File: src/rtl/core_outport_uart_tx.sv
`default_nettype none
// ============================================================================
//  Module   : core_outport_uart_tx
//  Purpose  : Outport UART transmitter for the 9x8 core. Bytes written by the
//             core are buffered in a small FIFO and sent as 8N1 frames.
//             Busy / full / sticky-overflow status is exposed for readback.
//  Options  : define CORE_OUTPORT_UART_TX_PARITY_EN to insert an even-parity
//             bit after the data bits (8E1).
//  Revision : 1.0  initial release
// ============================================================================
module core_outport_uart_tx #(
    parameter int G_CLK_PER_BAUD = 100,   // clock cycles per UART bit (2..65535)
    parameter int G_FIFO_DEPTH   = 16,    // FIFO entries, power of 2 (2..256)
    parameter int G_NSTOP        = 1      // stop bits per frame (1 or 2)
) (
    input  logic       i_clk,
    input  logic       i_rst,             // synchronous, active-low
    input  logic       i_wr,
    input  logic [7:0] i_data,
    input  logic       i_ovf_clr,
    output logic       o_uart_tx,
    output logic       o_busy,
    output logic       o_full,
    output logic       o_overflow
);

    localparam int              c_AW          = $clog2(G_FIFO_DEPTH);
    localparam int              c_CW          = $clog2(G_FIFO_DEPTH) + 1;
    localparam logic [c_CW-1:0] c_DEPTH       = c_CW'(G_FIFO_DEPTH);
    localparam logic [15:0]     c_BAUD_RELOAD = 16'(G_CLK_PER_BAUD - 1);
    localparam logic            c_LAST_STOP   = 1'(G_NSTOP - 1);

    typedef enum logic [2:0] {
        S_IDLE   = 3'd0,
        S_START  = 3'd1,
        S_DATA   = 3'd2,
        S_STOP   = 3'd4
`ifdef CORE_OUTPORT_UART_TX_PARITY_EN
        ,S_PARITY = 3'd3
`endif
    } state_t;

    // FIFO storage and bookkeeping
    logic [7:0]      r_mem [G_FIFO_DEPTH];
    logic [c_AW-1:0] r_wr_ptr;
    logic [c_AW-1:0] r_rd_ptr;
    logic [c_CW-1:0] r_count;
    logic [c_CW-1:0] w_count_nxt;
    logic            r_full;
    logic            r_overflow;

    // Serialiser state
    state_t          r_state;
    logic [15:0]     r_baud;
    logic [2:0]      r_bit_idx;
    logic            r_stop_idx;
    logic [7:0]      r_shift;
    logic            r_tx;
    logic            r_busy;
`ifdef CORE_OUTPORT_UART_TX_PARITY_EN
    logic            r_parity;
`endif

    logic            w_wr_acc;
    logic            w_fifo_nempty;
    logic            w_bit_end;
    logic            w_stop_done;
    logic            w_pop;
    logic            w_active_nxt;

    // A write is taken only when the FIFO was not full at the start of the cycle,
    // regardless of a pop happening in the same cycle.
    assign w_wr_acc      = i_wr && !r_full;
    assign w_fifo_nempty = (r_count != '0);
    assign w_bit_end     = (r_baud == 16'd0);
    assign w_stop_done   = (r_state == S_STOP) && w_bit_end && (r_stop_idx == c_LAST_STOP);
    // Pop from idle, or straight out of the last stop bit to chain frames gaplessly
    assign w_pop         = w_fifo_nempty && ((r_state == S_IDLE) || w_stop_done);
    // FSM will be outside IDLE next cycle
    assign w_active_nxt  = w_pop || ((r_state != S_IDLE) && !w_stop_done);

    // Next FIFO occupancy from accepted write and pop
    always_comb begin
        w_count_nxt = r_count;
        if (w_wr_acc && !w_pop) begin
            w_count_nxt = r_count + 1'b1;
        end else if (!w_wr_acc && w_pop) begin
            w_count_nxt = r_count - 1'b1;
        end
    end

    // FIFO data array; contents need no reset since the count gates reads
    always_ff @(posedge i_clk) begin
        if (w_wr_acc) begin
            r_mem[r_wr_ptr] <= i_data;
        end
    end

    // FIFO pointers, occupancy, full flag and sticky overflow
    always_ff @(posedge i_clk) begin
        if (!i_rst) begin
            r_wr_ptr   <= '0;
            r_rd_ptr   <= '0;
            r_count    <= '0;
            r_full     <= 1'b0;
            r_overflow <= 1'b0;
        end else begin
            if (w_wr_acc) begin
                r_wr_ptr <= r_wr_ptr + 1'b1;
            end
            if (w_pop) begin
                r_rd_ptr <= r_rd_ptr + 1'b1;
            end
            r_count <= w_count_nxt;
            r_full  <= (w_count_nxt == c_DEPTH);
            // A drop in the same cycle as a clear keeps the flag set
            if (i_wr && r_full) begin
                r_overflow <= 1'b1;
            end else if (i_ovf_clr) begin
                r_overflow <= 1'b0;
            end
        end
    end

    // Frame sequencer: start, 8 data bits LSB first, optional parity, stop bit(s)
    always_ff @(posedge i_clk) begin
        if (!i_rst) begin
            r_state    <= S_IDLE;
            r_baud     <= 16'd0;
            r_bit_idx  <= 3'd0;
            r_stop_idx <= 1'b0;
            r_shift    <= 8'd0;
            r_tx       <= 1'b1;
            r_busy     <= 1'b0;
`ifdef CORE_OUTPORT_UART_TX_PARITY_EN
            r_parity   <= 1'b0;
`endif
        end else begin
            r_busy <= (w_count_nxt != '0) || w_active_nxt;
            case (r_state)
                S_IDLE: begin
                    if (w_pop) begin
                        r_shift <= r_mem[r_rd_ptr];
`ifdef CORE_OUTPORT_UART_TX_PARITY_EN
                        r_parity <= ^r_mem[r_rd_ptr];
`endif
                        r_baud  <= c_BAUD_RELOAD;
                        r_tx    <= 1'b0;
                        r_state <= S_START;
                    end
                end
                S_START: begin
                    if (w_bit_end) begin
                        r_baud    <= c_BAUD_RELOAD;
                        r_bit_idx <= 3'd0;
                        r_tx      <= r_shift[0];
                        r_shift   <= {1'b0, r_shift[7:1]};
                        r_state   <= S_DATA;
                    end else begin
                        r_baud <= r_baud - 16'd1;
                    end
                end
                S_DATA: begin
                    if (w_bit_end) begin
                        r_baud <= c_BAUD_RELOAD;
                        if (r_bit_idx == 3'd7) begin
`ifdef CORE_OUTPORT_UART_TX_PARITY_EN
                            r_tx    <= r_parity;
                            r_state <= S_PARITY;
`else
                            r_tx       <= 1'b1;
                            r_stop_idx <= 1'b0;
                            r_state    <= S_STOP;
`endif
                        end else begin
                            r_bit_idx <= r_bit_idx + 3'd1;
                            r_tx      <= r_shift[0];
                            r_shift   <= {1'b0, r_shift[7:1]};
                        end
                    end else begin
                        r_baud <= r_baud - 16'd1;
                    end
                end
`ifdef CORE_OUTPORT_UART_TX_PARITY_EN
                S_PARITY: begin
                    if (w_bit_end) begin
                        r_baud     <= c_BAUD_RELOAD;
                        r_tx       <= 1'b1;
                        r_stop_idx <= 1'b0;
                        r_state    <= S_STOP;
                    end else begin
                        r_baud <= r_baud - 16'd1;
                    end
                end
`endif
                S_STOP: begin
                    if (w_bit_end) begin
                        r_baud <= c_BAUD_RELOAD;
                        if (w_stop_done) begin
                            if (w_pop) begin
                                r_shift <= r_mem[r_rd_ptr];
`ifdef CORE_OUTPORT_UART_TX_PARITY_EN
                                r_parity <= ^r_mem[r_rd_ptr];
`endif
                                r_tx    <= 1'b0;
                                r_state <= S_START;
                            end else begin
                                r_tx    <= 1'b1;
                                r_state <= S_IDLE;
                            end
                        end else begin
                            r_stop_idx <= 1'b1;
                        end
                    end else begin
                        r_baud <= r_baud - 16'd1;
                    end
                end
                default: begin
                    r_tx    <= 1'b1;
                    r_state <= S_IDLE;
                end
            endcase
        end
    end

    assign o_uart_tx  = r_tx;
    assign o_busy     = r_busy;
    assign o_full     = r_full;
    assign o_overflow = r_overflow;

endmodule
`default_nettype wire

File: config.mk
export PLATFORM = sky130hd
export DESIGN_NAME = core_outport_uart_tx
export DESIGN_NICKNAME = d
export VERILOG_FILES = /design/src/rtl/core_outport_uart_tx.sv
export SDC_FILE = /design/constraint.sdc
export NUM_CORES = 1
export LEC_CHECK = 0
export CAP_MARGIN = 10
export CORE_MARGIN = 4
export CORE_UTILIZATION = 60
export CTS_CLUSTER_SIZE = 8
export DETAILED_ROUTE_END_ITERATION = 12
export PLACE_DENSITY = 0.82
export SYNTH_ARGS = -nofsm -noshare
export SYNTH_HDL_FRONTEND = slang
export SYNTH_SLANG_ARGS = --single-unit
File: constraint.sdc
create_clock -name i_clk -period 3.1 [get_ports i_clk]
set_clock_uncertainty 0.15 [all_clocks]
set_input_delay 0.93 -clock i_clk [delete_from_list [all_inputs] [get_ports i_clk]]
set_output_delay 0.93 -clock i_clk [all_outputs]
set_load 0.1 [all_outputs]
=== After elaboration in Yosys (flattened, before gate mapping) ===
Memories as Yosys holds them, arrays and structs flattened. A register that Yosys moved wholly into a read port is not among the register bits.
Index checks and enable logic that the tools add are counted.

* Add/sub/neg operators: 6
* Eq/ne operators: 13
* Muxes and demuxes: 43
* Bitwise operators: 1
* Reductions and logical operators: 32

{| class="wikitable"
|+ Operators with widths
! operator !! number
|-
| $mux 8 || 6
|-
| $mux 16 || 2
|-
| $pmux 16 s2 || 1
|-
| $pmux 8 s4 || 1
|-
| $mux 3 || 9
|-
| $logic_not 16->1 || 1
|-
| $mux 1 || 16
|-
| $ne 2x2->1 const B || 8
|-
| $sub 16x1->16 const B || 1
|-
| $pmux 3 s4 || 1
|-
| $reduce_and 6->1 || 2
|-
| $mux 5 || 2
|-
| $reduce_and 5->1 || 2
|-
| $reduce_bool 5->1 || 2
|-
| $add 4x1->4 const B || 2
|-
| $logic_and 1x1->1 || 8
|-
| $mux 4 || 2
|-
| $reduce_bool 2->1 || 4
|-
| $eq 3x3->1 const B || 2
|-
| $pmux 3 s2 || 1
|-
| $add 5x1->5 const B || 1
|-
| $eq 5x5->1 const B || 1
|-
| $sub 5x1->5 const B || 1
|-
| $logic_not 1->1 || 4
|-
| other kinds (13) || 15
|}

* Register bits after elaboration: 48
* Memory bits (writable): 128
* Input port bits: 12
* Output and inout bits: 4
* Logic and storage cells: 108
* Memories kept: 1

{| class="wikitable"
|+ Memories
! memory !! depth !! bits a word !! rd ports !! clocked after Yosys merged registers in !! wr ports !! line !! text
|-
| r_mem || 16 || 8 || 1 || 1 || 1 || 44 || <nowiki>logic [7:0] r_mem [G_FIFO_DEPTH];</nowiki>
|}

=== Longest topological paths before layout ===
Gate-level depths: netlist of the first run.

* Depth after elaboration: 10
* Mapped depth: 10
* Depth with buffers taken out: 8

=== Least setup slack after synthesis of the first run ===
Ideal clock, no wire load.

* Path kind: input to register
* From: input i_wr
* To: memory r_mem[3][0] (enable)
* Setup time: 383 ps
* Arrival time: 2,163 ps
* Data required time: 2,567 ps
* Setup slack: 403 ps
* Cell stages on the path: 4
* Buffers on the path: 1
* Cells stage by stage: nor2b_1 buf_1 nand2_1 nor3_1

* Longest elaborated chain between the ends: 3

{| class="wikitable"
|+ Ends and longest elaborated chain
! what !! line !! text
|-
| start: declaration || 18 || <nowiki>input logic i_wr,</nowiki>
|-
| $logic_and 1x1->1 || 73 || <nowiki>assign w_wr_acc = i_wr && !r_full;</nowiki>
|-
| $mux 1 || 94 || <nowiki>if (w_wr_acc) begin</nowiki>
|-
| $mux 1 (implied by the code) || 95 || <nowiki>r_mem[r_wr_ptr] <= i_data;</nowiki>
|-
| end: declaration || 44 ||
|}

No other way between the ends.

=== Final worst setup path of the first run ===
* From: register r_count[0]
* To: register r_busy, in the netlist o_busy

* Longest elaborated chain between the ends: 7
* Elaborated cells on any way between the ends: 12
* Classes of those cells: add/sub: 2; mux: 2; reduce/logical: 8

{| class="wikitable"
|+ Ends and longest elaborated chain
! what !! line !! text
|-
| start: declaration || 47 || <nowiki>logic [c_CW-1:0] r_count;</nowiki>
|-
| start signal: assignment || 114 || <nowiki>r_count <= w_count_nxt;</nowiki>
|-
| branches (longest 6 deep; another with $sub 5x1->5) || -- ||
|-
| $logic_or 1x1->1 * || 139 || <nowiki>r_busy <= (w_count_nxt != '0) || w_active_nxt;</nowiki>
|-
| end signal: assignment || 139 ||
|-
| end: declaration || 59 || <nowiki>logic r_busy;</nowiki>
|}

Every way passes the cells marked *.
A chain may end at the register's enable or synchronous reset.

==> results.yml, run 1 <==
logic_synthesis:
  synth-compound-area-share_pct: 8.19
  ys_types: 57
  synth_top_family_by_area: "multiplexers"
  synth_seq_area_share_pct: 63.9
  synth_top_area_cell: "edfxtp_1"
  yosys_register_bits: 180
  synthCells: 550
  syn_area_per_cell_um2: 13.9
  synth_top_area_share_pct: 50.3
  yosys-top-cells-area: "edfxtp_1 (50%), dfxtp_1 (14%), mux4_2 (5.6%), mux2_2 (3.4%), nor2_1 (2.6%)"
  synth-edff-count: 128
  synth_fa_ha_area_share_pct: 1.80
  synthXorXnorAreaFrac_pct: 2.29
  muxShareOfSynthArea_pct: 11.5
  synthArstFlopShare_pct: 0
  synth_top_flop_cell: "edfxtp_1"
  synthesis.area_um2: 7640
  ys_warn_count: 0
  synth-simple-area-share_pct: 10.2
  synth_fp_nets: 573
drt:
  wl_per_cell_um: 19.9
  drcViolationCount: 0
  vias: 4639
  via_per_inst: 6.08
  drt_first_pass_iters: 5
  drtAntennaViolNets: 0
  wl_mm: 15.2
  drt-initial-drc-count: 408
finish:
  syn2layout_area_growth_pct: 13.6
  diodes: 0
  final_util_pct: 70.8
  nets: 605
  fin_cells: 763
  final_cell_mix: "edfxtp_1 (128), nor2_1 (52), dfxtp_1 (51)"
  fillers: 785
  drive_above_1_share_pct: 19.8
  final_common_cell: "edfxtp_1"
die:
  design.core.area_um2: 12300
  dieArea_um2: 14600
  die_height_um: 121
  row_count: 40
  io_pins: 16
  start_util_pct: 62.3
  die_w_um: 121
worst_setup_path:
  critPathMaxStageDelay_ns: 0.65
  end_kind: "register"
  crit_chain: "inv_1 > ha_1 > or4b_1 > a22oi_4 > nand2_1 > a41oi_1 > o31a_1"
  critical_path_class: "reg -> reg"
  worstPathArrival_ns: 2.99
  cp_slowest_cell: "or4b_1"
  crit_fanout: 10
  cp-start-kind: "register"
  required_ns: 3.32
sta:
  rsz0062_at_grt: "no"
  setup_viol: 0
  period_minus_slack_ns: 2.77
  fin_crit_sh_pct: 89.4
  slew_violations: 0
  hold_viol_final: 0
  max_freq_mhz: 361
  tns_ns: 0
  relSlewSlack_pct: 47.0
  worstMarginPinSlew_ns: 0.792
global_route:
  grt_max_degree: 32
  grt_overflow: 0
  grt_usage_pct: 22.1
  antenna_found_initial: 0
  grt_pass1_wl_mm: 24.3
  grt_pass1_vias: 4523
clock_network:
  cts_tree: "done"
  cts.sinks: 180
  cts_buffers: 17
  post-cts-setup-buffer-count: 0
  htreeDepth: 4
  cts.reportedPaths.clkPinSlew_ns: 0.07
  ctsHoldBuffers: 0
  clock_path_buffers: 2
  cts-resized-gates: 0
  cts-root-buf: "clkbuf_16"
  clock_latency_ns: 0.43
placed_design:
  dp_hpwl_mm: 9.99
  place_inst: 731
  finalWeightedCongestion: 0.869
  port_buffers: 15
power_and_ir_drop:
  vdd_drop_max_uv: 582
  power_w: 0.00813
  power.density_nw_per_um2: 937
  leakage_nw: 2.96
status:
  status: "finished clean"
run:
  maxCapViolCount: 0
worst_hold_path:
  hold_path_class: "reg -> reg"
[through the flow]
step,cell area (µm²),hold WS [ns],setup WS [ns]
6_report,8680,0.316,0.329
5_1_grt,8680,0.353,0.129
4_1_cts,8680,0.325,0.318
3_5_place_dp,8060,0.315,0.215
3_3_place_gp,8060,0.291,0.285
2_1_floorplan,7640,0.286,0.403
[registers in the layout, summed over array words and instances (netlist names), named ones only]
signal      count
o_busy          1
o_full          1
o_overflow      1
o_uart_tx       1
r_baud         16
r_bit_idx       3
r_count         5
r_mem         128
r_rd_ptr        4
r_shift         8
r_state         3
r_stop_idx      1
r_wr_ptr        4
[cells in the mapped netlist (10+ instances only)]
master / n
a211oi_1: 11
a21oi_1: 22
clkbuf_1: 13
dfxtp_1: 52
edfxtp_1: 128
ha_1: 11
mux2_2: 23
mux2i_1: 19
mux4_2: 19
nand2_1: 23
nand2b_1: 10
nand3_1: 14
nor2_1: 52
nor3_1: 22
xnor2_1: 10
xor2_1: 10
[worst max-delay path: cells and delay by family (launching register included)]
kind	cells	cell delay, ns
AO/OA/AOI/OAI	3	1.00
buffers and inverters	1	0.15
AND/OR/NAND/NOR	2	0.84
flip-flops	1	0.35
adder cells (fa/ha/maj)	1	0.21
[layout make-up]
class | count | area [µm²] | area share, %
inverter | 9 | 33.8 | 0.389
tap | 168 | 210 | 2.42
multi-input combinational | 333 | 2590 | 29.9
sequential | 180 | 4890 | 56.3
clock buffer | 17 | 425 | 4.90
timing repair buffer | 41 | 335 | 3.86
clock inverter | 15 | 194 | 2.24
[where the power goes]
part / leakage [nW] / switching, W / internal (W)
Combinational: 1.07 / 0.00161 / 0.00123
Clock: 0.300 / 0.00104 / 0.00117
Sequential: 1.58 / 0.000252 / 0.00282
Total: 2.96 / 0.00290 / 0.00523
[path summary, 6_finish.rpt]
| path | from | end | slack, ns | cells after the start |
|---|---|---|---|---|
| max | r_count[0] | o_busy | 0.33 | 7 |
| min | o_overflow | o_overflow | 0.32 | 2 |
| min reg2reg | o_overflow | o_overflow | 0.32 | 2 |
| max reg2reg | r_count[0] | o_busy | 0.33 | 7 |
[kinds of logic (layout without fill, tap and decap cells)]
| group | after synthesis | after routing |
|---|---|---|
| DFF | 180 | 180 |
| and+or+nand+nor | 154 | 154 |
| AOI/OAI and AO/OA | 87 | 87 |
| muxes | 61 | 61 |
| buffers and inverters | 37 | 82 |
| xor gates and xnor gates | 20 | 20 |
| adders and majority gates | 11 | 11 |
[metal layers]
layer | global-route usage [%] | wire (µm) | share of wire (%)
met2 | 35.9 | 7740 | 51
met3 | 4.99 | 951 | 6.3
met5 | 0 | 0 | 0
met1 | 30.1 | 6320 | 42
met4 | 6.37 | 158 | 1.0
(Power assumes the default switching activity.)
==> run 2: changes to the inputs <==
--- a/config.mk
+++ b/config.mk
@@ -6,6 +6,7 @@
 export NUM_CORES = 1
 export LEC_CHECK = 0
 export CAP_MARGIN = 10
+export CORE_ASPECT_RATIO = 1.2
 export CORE_MARGIN = 4
 export CORE_UTILIZATION = 60
 export CTS_CLUSTER_SIZE = 8
==> run 2 against run 1 <==
Effect of this change:
- non-clock buffer count grew 1
- global-route usage is 0.56 points lower
- hold slack worse by 0.0023 ns
- design area shrank 0.46%
- via count hardly changed
- first-iteration DRC count fell by 6.9%
- final cell count is 0.79% lower
- maximum frequency is 0.49% lower
- critical endpoint unchanged
- highest routed layer unchanged
==> results.yml, run 2 (synthesis gave the netlist of run 1 again) <==
drt:
  drt_first_pass_iters: 6
  top_layer_used: "met4"
  met3_wirelength_um: 740
  dr_wl_met2_mm: 7.89
  drtAntennaViolNets: 0
  via_per_inst: 6.13
  vias: 4641
  drcViolationCount: 0
  wl_mm: 15.1
  m1WireLength_mm: 6.10
  drt-initial-drc-count: 380
  wl_per_cell_um: 19.9
finish:
  seqCellArea_um2: 4890
  nets: 606
  fin_area_um2: 8640
  final_cell_mix: "edfxtp_1 (128), nor2_1 (52), dfxtp_1 (51)"
  largest_reg_flops: 128
  final_util_pct: 70.4
  fillers: 792
  syn2layout_area_growth_pct: 13.0
  top_regs: "r_mem (128), r_baud (16), r_shift (8)"
  drive_above_1_share_pct: 19.6
  multi_input_area_um2: 2590
  diodes: 0
  final_common_cell: "edfxtp_1"
  regMostFlops: "r_mem"
worst_setup_path:
  required_ns: 3.32
  crit_chain: "inv_1 > ha_1 > or4b_1 > a22oi_4 > nand2_1 > a41oi_1 > o31a_1"
  crit_buf_inv: 1
  critical_path_class: "reg -> reg"
  cp_top_family: "compound AO/OA/AOI/OAI gates"
  worstPathArrival_ns: 3.00
  critPathMaxStageDelay_ns: 0.66
  cp_slowest_cell: "or4b_1"
  cp-start-kind: "register"
  end_kind: "register"
  crit_fanout: 10
clock_network:
  htreeDepth: 4
  cts_tree: "done"
  clock_path_buffers: 2
  cts.reportedPaths.clkPinSlew_ns: 0.07
  cts-root-buf: "clkbuf_16"
  cts_buffers: 17
  post-cts-setup-buffer-count: 0
  cts-resized-gates: 0
  clock_latency_ns: 0.43
  ctsHoldBuffers: 0
  cts.sinks: 180
placed_design:
  placed_area_um2: 8070
  port_buffers: 15
  finalWeightedCongestion: 0.841
  dp_hpwl_mm: 10.0
sta:
  tns_ns: 0
  fin_crit_sh_pct: 89.8
  worstMarginPinSlew_ns: 0.746
  hold_ws_ns: 0.314
  max_freq_mhz: 359
  hold_viol_final: 0
  period_minus_slack_ns: 2.78
  rsz0062_at_grt: "no"
  slew_violations: 0
  setup_viol: 0
  relSlewSlack_pct: 50.2
die:
  dieArea_um2: 14600
  die_w_um: 111
  start_util_pct: 62.2
  io_pins: 16
  die_height_um: 132
  design.core.area_um2: 12300
  row_count: 44
run:
  maxCapViolCount: 0
global_route:
  grt_pass1_wl_mm: 24.5
  antenna_found_initial: 0
  grt_pass1_vias: 4653
  grt_usage_pct: 21.5
  grt_max_degree: 23
  grt_overflow: 0
power_and_ir_drop:
  leakage_nw: 2.94
  p_seq_share_pct: 38.8
  pwr-share-clk_pct: 25.8
  vdd_drop_max_uv: 598
  netSwitchingPower_w: 0.00282
  power_frac_comb_pct: 35.4
  power_w: 0.00801
  power.density_nw_per_um2: 927
  internal_power_w: 0.00518
  switching_share_pct: 35.3
worst_hold_path:
  hold_path_class: "reg -> reg"
status:
  status: "finished clean"
[run 2: changes by cell type in the layout (fill, tap and decap cells not counted), sizes merged]
cell,change
buf,+1
[run 2: final timing paths]
| kind | start | end | slack [ns] | depth (start not counted) |
|---|---|---|---|---|
| worst min register to register | r_bit_idx[1] | r_bit_idx[1] | 0.31 | 2 |
| worst min-delay path | r_bit_idx[1] | r_bit_idx[1] | 0.31 | 2 |
| worst max register to register | r_count[0] | o_busy | 0.32 | 7 |
| worst max-delay path | r_count[0] | o_busy | 0.32 | 7 |
[run 2: power by group through the flow]
stage	logic, W	registers [W]	clock network [W]
6_report	0.00283	0.00311	0.00207
5_1_grt	0.00309	0.00314	0.00223
3_5_place_dp	0.00279	0.00315	0
4_1_cts	0.00283	0.00311	0.00209
2_1_floorplan	0.00220	0.00312	0
3_3_place_gp	0.00269	0.00313	0
[run 2: metal layers]
| layer | up-vias | GRT usage, % |
|---|---|---|
| li1 | 2165 | - |
| met1 | 2296 | 26.8 |
| met2 | 156 | 36.9 |
| met3 | 24 | 4.46 |
| met4 | 0 | 8.86 |
| met5 | - | 0 |
[run 2: area by class of cell]
type | count | share of cell area (%)
Inverter | 9 | 0.391
Timing Repair Buffer | 42 | 4.11
Tap cell | 161 | 2.33
Multi-Input combinational cell | 333 | 30.0
Clock buffer | 17 | 4.93
Clock inverter | 15 | 1.65
Sequential cell | 180 | 56.6
[run 2: worst reg2reg max path: stages (launching register included)]
cell	delay, ns
dfxtp_1	0.36
inv_1	0.17
ha_1	0.20
or4b_1	0.66
a22oi_4	0.44
nand2_1	0.21
a41oi_1	0.36
o31a_1	0.18
[run 2: per-stage QoR]
step / worst slack, ns / cells
floorplan: 0.403 / 550
global placement: 0.303 / 725
detailed placement: 0.262 / 725
CTS: 0.322 / 757
global route: 0.140 / 757
finish: 0.315 / 757
==> run 3: changes to the inputs <==
==> constraint.sdc (replaced) <==
create_clock -name i_clk -period 3.5 [get_ports i_clk]
set_clock_uncertainty 0.15 [all_clocks]
set_input_delay 1.05 -clock i_clk [delete_from_list [all_inputs] [get_ports i_clk]]
set_output_delay 1.05 -clock i_clk [all_outputs]
set_load 0.1 [all_outputs]
==> run 3 against run 2 <==
Effect of this change:
- via count shrank 1.6%
- routed wire length down 4.0%
- count of clock-buffer cells in the layout up 2
- flip-flop and latch count stayed put
- largest cell class unchanged
- global-route usage decreased by 0.98 points
- worst setup slack improved by 0.31 ns
- hold slack barely moved
- power fell by 12%
==> results.yml, run 3 (synthesis gave the netlist of run 1 again) <==
placed_design:
  port_buffers: 15
  finalWeightedCongestion: 0.872
  dp_hpwl_mm: 9.55
clock_network:
  cts-root-buf: "clkbuf_16"
  clock_path_buffers: 2
  clock_latency_ns: 0.43
  htreeDepth: 4
  cts.reportedPaths.clkPinSlew_ns: 0.07
  cts_tree: "done"
  ctsHoldBuffers: 0
  cts.sinks: 180
  cts-resized-gates: 0
  cts_buffers: 17
  post-cts-setup-buffer-count: 0
worst_setup_path:
  worstPathArrival_ns: 3.02
  crit_fanout: 12
  crit_path_end: "r_baud[8]"
  end_kind: "register"
  ff2ff_path_depth: 6
  cp-start-kind: "register"
  r2r_setup_slack_ns: 0.63
  reg2reg_to: "r_baud[8]"
  critPathLaunch: "r_baud[11]"
  r2r_start: "r_baud[11]"
  critical_path_class: "reg -> reg"
  required_ns: 3.64
drt:
  wl_mm: 14.5
  drcViolationCount: 0
  drtAntennaViolNets: 0
  drt_first_pass_iters: 5
  top_layer_used: "met4"
  dr_wl_met2_mm: 7.44
  via_per_inst: 6.06
  vias: 4565
  met3_wirelength_um: 545
  wl_per_cell_um: 19.2
  drt-initial-drc-count: 313
  m1WireLength_mm: 6.24
die:
  start_util_pct: 62.2
  row_count: 44
  design.core.area_um2: 12300
  io_pins: 16
  die_height_um: 132
  dieArea_um2: 14600
  die_w_um: 111
global_route:
  grt_overflow: 0
  grt_pass1_wl_mm: 23.6
  antenna_found_initial: 0
  grt_usage_pct: 20.6
  grt_pass1_vias: 4529
  grt_max_degree: 31
power_and_ir_drop:
  power_frac_comb_pct: 34.0
  p_seq_share_pct: 39.3
  leakage_nw: 2.92
  switching_share_pct: 34.7
  internal_power_w: 0.00462
  vdd_drop_max_uv: 508
  power.density_nw_per_um2: 821
  pwr-share-clk_pct: 26.7
  netSwitchingPower_w: 0.00246
finish:
  nets: 602
  largest_reg_flops: 128
  regMostFlops: "r_mem"
  final_common_cell: "edfxtp_1"
  top_regs: "r_mem (128), r_baud (16), r_shift (8)"
  diodes: 0
  syn2layout_area_growth_pct: 12.8
  drive_above_1_share_pct: 19.1
  fillers: 810
  final_cell_mix: "edfxtp_1 (128), nor2_1 (52), dfxtp_1 (51)"
worst_hold_path:
  hold_path_class: "reg -> reg"
  min_path_cells: 2
sta:
  relSlewSlack_pct: 49.8
  hold_ws_ns: 0.314
  hold_viol_final: 0
  worstMarginPinSlew_ns: 0.752
  max_freq_mhz: 348
  slew_violations: 0
  fin_crit_sh_pct: 82.1
  rsz0062_at_grt: "no"
  tns_ns: 0
  period_minus_slack_ns: 2.87
  setup_viol: 0
run:
  maxCapViolCount: 0
status:
  status: "finished clean"
[run 3: cell types whose count changed in the layout (fill, tap and decap cells not counted), sizes merged]
cell,change
clkinv,-3
bufinv,+1
inv,-1
clkbuf,+2
clkinvlp,+1
buf,-4
[run 3: worst min-delay path by stage]
stage / startpoint / end / slack [ns]
2_1_floorplan: r_bit_idx[1] / r_bit_idx[1] / 0.29
4_1_cts: r_bit_idx[1] / r_bit_idx[1] / 0.32
3_3_place_gp: r_bit_idx[2] / r_bit_idx[2] / 0.29
3_5_place_dp: r_bit_idx[1] / r_bit_idx[1] / 0.31
5_1_grt: r_bit_idx[1] / r_bit_idx[1] / 0.34
6_report: r_bit_idx[1] / r_bit_idx[1] / 0.31
[run 3: layer usage]
layer,track usage [%],vias to the layer above
li1,-,2164
met1,26.8,2289
met2,34.8,93
met3,4.28,19
met4,6.49,0
met5,0,-
[run 3: cell type report]
cell class                 instances  area (µm²)  area share [%]
sequential                       180        4890            56.7
multi-input combinational        333        2590            30.1
clock buffer                      19         433            5.02
timing repair buffer              38         313            3.63
tap                              161         201            2.34
clock inverter                    13         159            1.84
inverter                           9        33.8           0.392
[run 3: power groups by stage]
stage / combinational (W) / sequential, W / clock [W]
after global routing: 0.00264 / 0.00282 / 0.00201
after detailed placement: 0.00238 / 0.00282 / 0
after CTS: 0.00240 / 0.00278 / 0.00192
final: 0.00241 / 0.00278 / 0.00189
after floorplan: 0.00194 / 0.00276 / 0
after global placement: 0.00231 / 0.00280 / 0
[run 3: worst max-delay path: stages (launching register included)]
cell     delay (ns)
dfxtp_1        0.36
or4_4          0.57
nor4b_4        0.50
and2_2         0.36
a21oi_1        0.19
o21ai_2        0.51
nor2_1         0.11
[run 3: through the flow]
step	setup slack [ns]	std cells	area [µm²]	total power, W	utilization (%)
after floorplan	0.683	550	7640	0.00470	-
after global placement	0.580	721	8030	0.00511	65.4
after detailed placement	0.528	721	8030	0.00520	65.4
after CTS	0.645	753	8620	0.00710	70.2
after global routing	0.426	753	8620	0.00747	70.2
final	0.626	753	8620	0.00708	70.2
==> edit (settings of run 1) <==
Re-encode `state_t` (4 states) as one-hot, 4 bits wide.
--- a/src/rtl/core_outport_uart_tx.sv
+++ b/src/rtl/core_outport_uart_tx.sv
@@ -30,11 +30,11 @@
     localparam logic [15:0]     c_BAUD_RELOAD = 16'(G_CLK_PER_BAUD - 1);
     localparam logic            c_LAST_STOP   = 1'(G_NSTOP - 1);
 
-    typedef enum logic [2:0] {
-        S_IDLE   = 3'd0,
-        S_START  = 3'd1,
-        S_DATA   = 3'd2,
-        S_STOP   = 3'd4
+    typedef enum logic [3:0] {
+        S_IDLE   = 4'b0001,
+        S_START  = 4'b0010,
+        S_DATA   = 4'b0100,
+        S_STOP   = 4'b1000
 `ifdef CORE_OUTPORT_UART_TX_PARITY_EN
         ,S_PARITY = 3'd3
 `endif
Formal check against the unedited RTL: same outputs for any inputs over 10 cycles, from zero or initial values and one cycle with i_rst low; not proved beyond that.
==> edit against run 1 <==
Routed wire length grew 3.6%. Clock power is 2% lower. Synthesized area grew 1.3%. First-iteration DRC count up 26%. Setup slack got worse by 0.031 ns. Cell count up 2.0%. Sequential cell count is 1 higher. Combinational power is 7.7% lower. Worst hold slack barely moved. Power is 3.1% lower. Count of clock-buffer cells in the layout is 1 higher. Final area grew 2.1%. Largest power group unchanged. Sequential share of layout area is 0.93 points lower.
==> edit: results (changes against run 1) <==
- Hold wc startpoint: r_shift[2] (was o_overflow)
- WHS Path Cells: 2 (unchanged)
- Top cells by count, synth: edfxtp_1 (128), dfxtp_1 (53), nand2_1 (50), nor2_1 (47), mux4_2 (33) (was edfxtp_1 (128), dfxtp_1 (52), nor2_1 (52), mux2_2 (23), nand2_1 (23))
- YS warnings: 0 (unchanged)
- CTS H-Tree Depth: 4 (unchanged)
- Number of flops mapped to enable cells by yosys: 128 (unchanged)
- CP Launch Point: r_baud[8] (was r_count[0])
- Total GRT Usage: 23.2% (was 22.1%)
- Ant diodes: 0 (unchanged)
- Vias: 4768 (was 4639)
- Placed Area: 8250 um^2 (was 8060 um^2)
- Worst-path clk slew: 0.07 ns (about the same)
- Routability cong.: 0.887 (was 0.869)
- FF-to-FF End: r_shift[7] (was o_busy)
- Pin count of the biggest net entering global routing: 33 (was 32)
- Worst ir drop on vdd: 0.492 mV (was 0.582 mV)
- Ys async rst share: 0% (unchanged)
- Status: finished, final reports clean (unchanged)
- Number of DRC markers in iteration 0: 513 (was 408)
- Register area share after synthesis: 63.3% (was 63.9%)
- Vias in the first global route: 4877 (was 4523)
- Hold endpoint: r_shift[2] (was o_overflow)
- Setup_tns: 0 ns (unchanged)
- Slew headroom: 47.1% (was 47.0%)
- Final-stage net count: 616 (was 605)
- Initial antenna violation count: 0 (unchanged)
- Synth unique cells: 61 (was 57)
- Top post-synthesis cells by area: edfxtp_1 (50%), dfxtp_1 (14%), mux4_2 (9.6%) (was edfxtp_1 (50%), dfxtp_1 (14%), mux4_2 (5.6%))
- Mapped Nets: 578 (was 573)
- Leakage: 3.04 nW (was 2.96 nW)
- Layout cells sized above 1: 21.1% (was 19.8%)
- IO Port Bufs: 15 (unchanged)
- Drt first pass iters: 5 (unchanged)
- First-pass GRT wire length: 25800 um (was 24300 um)
- R2R Setup Slk: 0.30 ns (was 0.33 ns)
- Clk_lat worst skew: 0.43 ns (about the same)
- CTS Hold Bufs: 0 (unchanged)
- Final wirelength: 15700 um (was 15200 um)
- Max clock buf depth: 2 (unchanged)
- R2R depth: 6 (was 7)
- Arrival time at the worst endpoint: 2.99 ns (about the same)
- DP Wirelength: 10200 um (was 9990 um)
- Max FO, Critical Path: 8 (was 10)
-- edit: power by group --
group / internal, W / leakage, nW / switching (W)
clock: 0.00121 / 0.290 / 0.000946
sequential: 0.00284 / 1.59 / 0.000255
combinational: 0.00116 / 1.16 / 0.00147
-- edit: worst max-delay path by stage --
stage / depth (start not counted) / to
after floorplan: 4 / r_mem[3][0]
after global placement: 6 / r_mem[3][2]
after detailed placement: 7 / o_full
after CTS: 9 / r_count[2]
after global routing: 7 / r_count[2]
final: 6 / r_shift[7]
-- edit: layout make-up --
cell class | count | area [um^2]
clock inverter | 14 | 165
multi-input combinational | 335 | 2710
inverter | 10 | 37.5
fill | 825 | 3760
tap | 172 | 215
clock buffer | 18 | 429
sequential | 181 | 4910
timing repair buffer | 48 | 400
-- edit: cell families after synthesis --
kind of cell               share of synthesized area, %
buffers and inverters                              2.00
muxes                                              13.3
adders and majority gates                          1.91
DFF                                                63.3
and+or+nand+nor                                    12.2
AOI/OAI and AO/OA                                  4.78
xor gates and xnor gates                           2.49
-- edit: critical path, stage by stage, from the launching register on --
cell and delay (ns):
dfxtp_1 0.35, or4_4 0.58, nor4b_4 0.48, a31oi_1 0.26, a211oi_1 0.34, o21ai_2 0.23, a32o_1 0.31
-- edit: metal layers --
layer  global-route usage, %  part of all wire, %  up-vias
met2                    39.1                   51      161
met5                       0                    0        -
li1                        -                    -     2188
met1                    30.2                   43     2401
met4                    7.49                  1.5        0
met3                    5.39                  5.2       18
-- edit: through the flow --
| step | hold WS, ns | total power (W) | std cells | setup WS, ns |
|---|---|---|---|---|
| 2_1_floorplan | 0.287 | 0.00501 | 555 | 0.272 |
| 3_3_place_gp | 0.295 | 0.00557 | 746 | 0.207 |
| 3_5_place_dp | 0.308 | 0.00567 | 746 | 0.0406 |
| 4_1_cts | 0.316 | 0.00786 | 778 | 0.154 |
| 5_1_grt | 0.342 | 0.00828 | 778 | 0.0930 |
| 6_report | 0.317 | 0.00788 | 778 | 0.298 |
-- edit: repair_timing --
item,CTS,global route
gates resized for setup,0,2
setup endpoints to repair,0,4
setup buffers,0,0
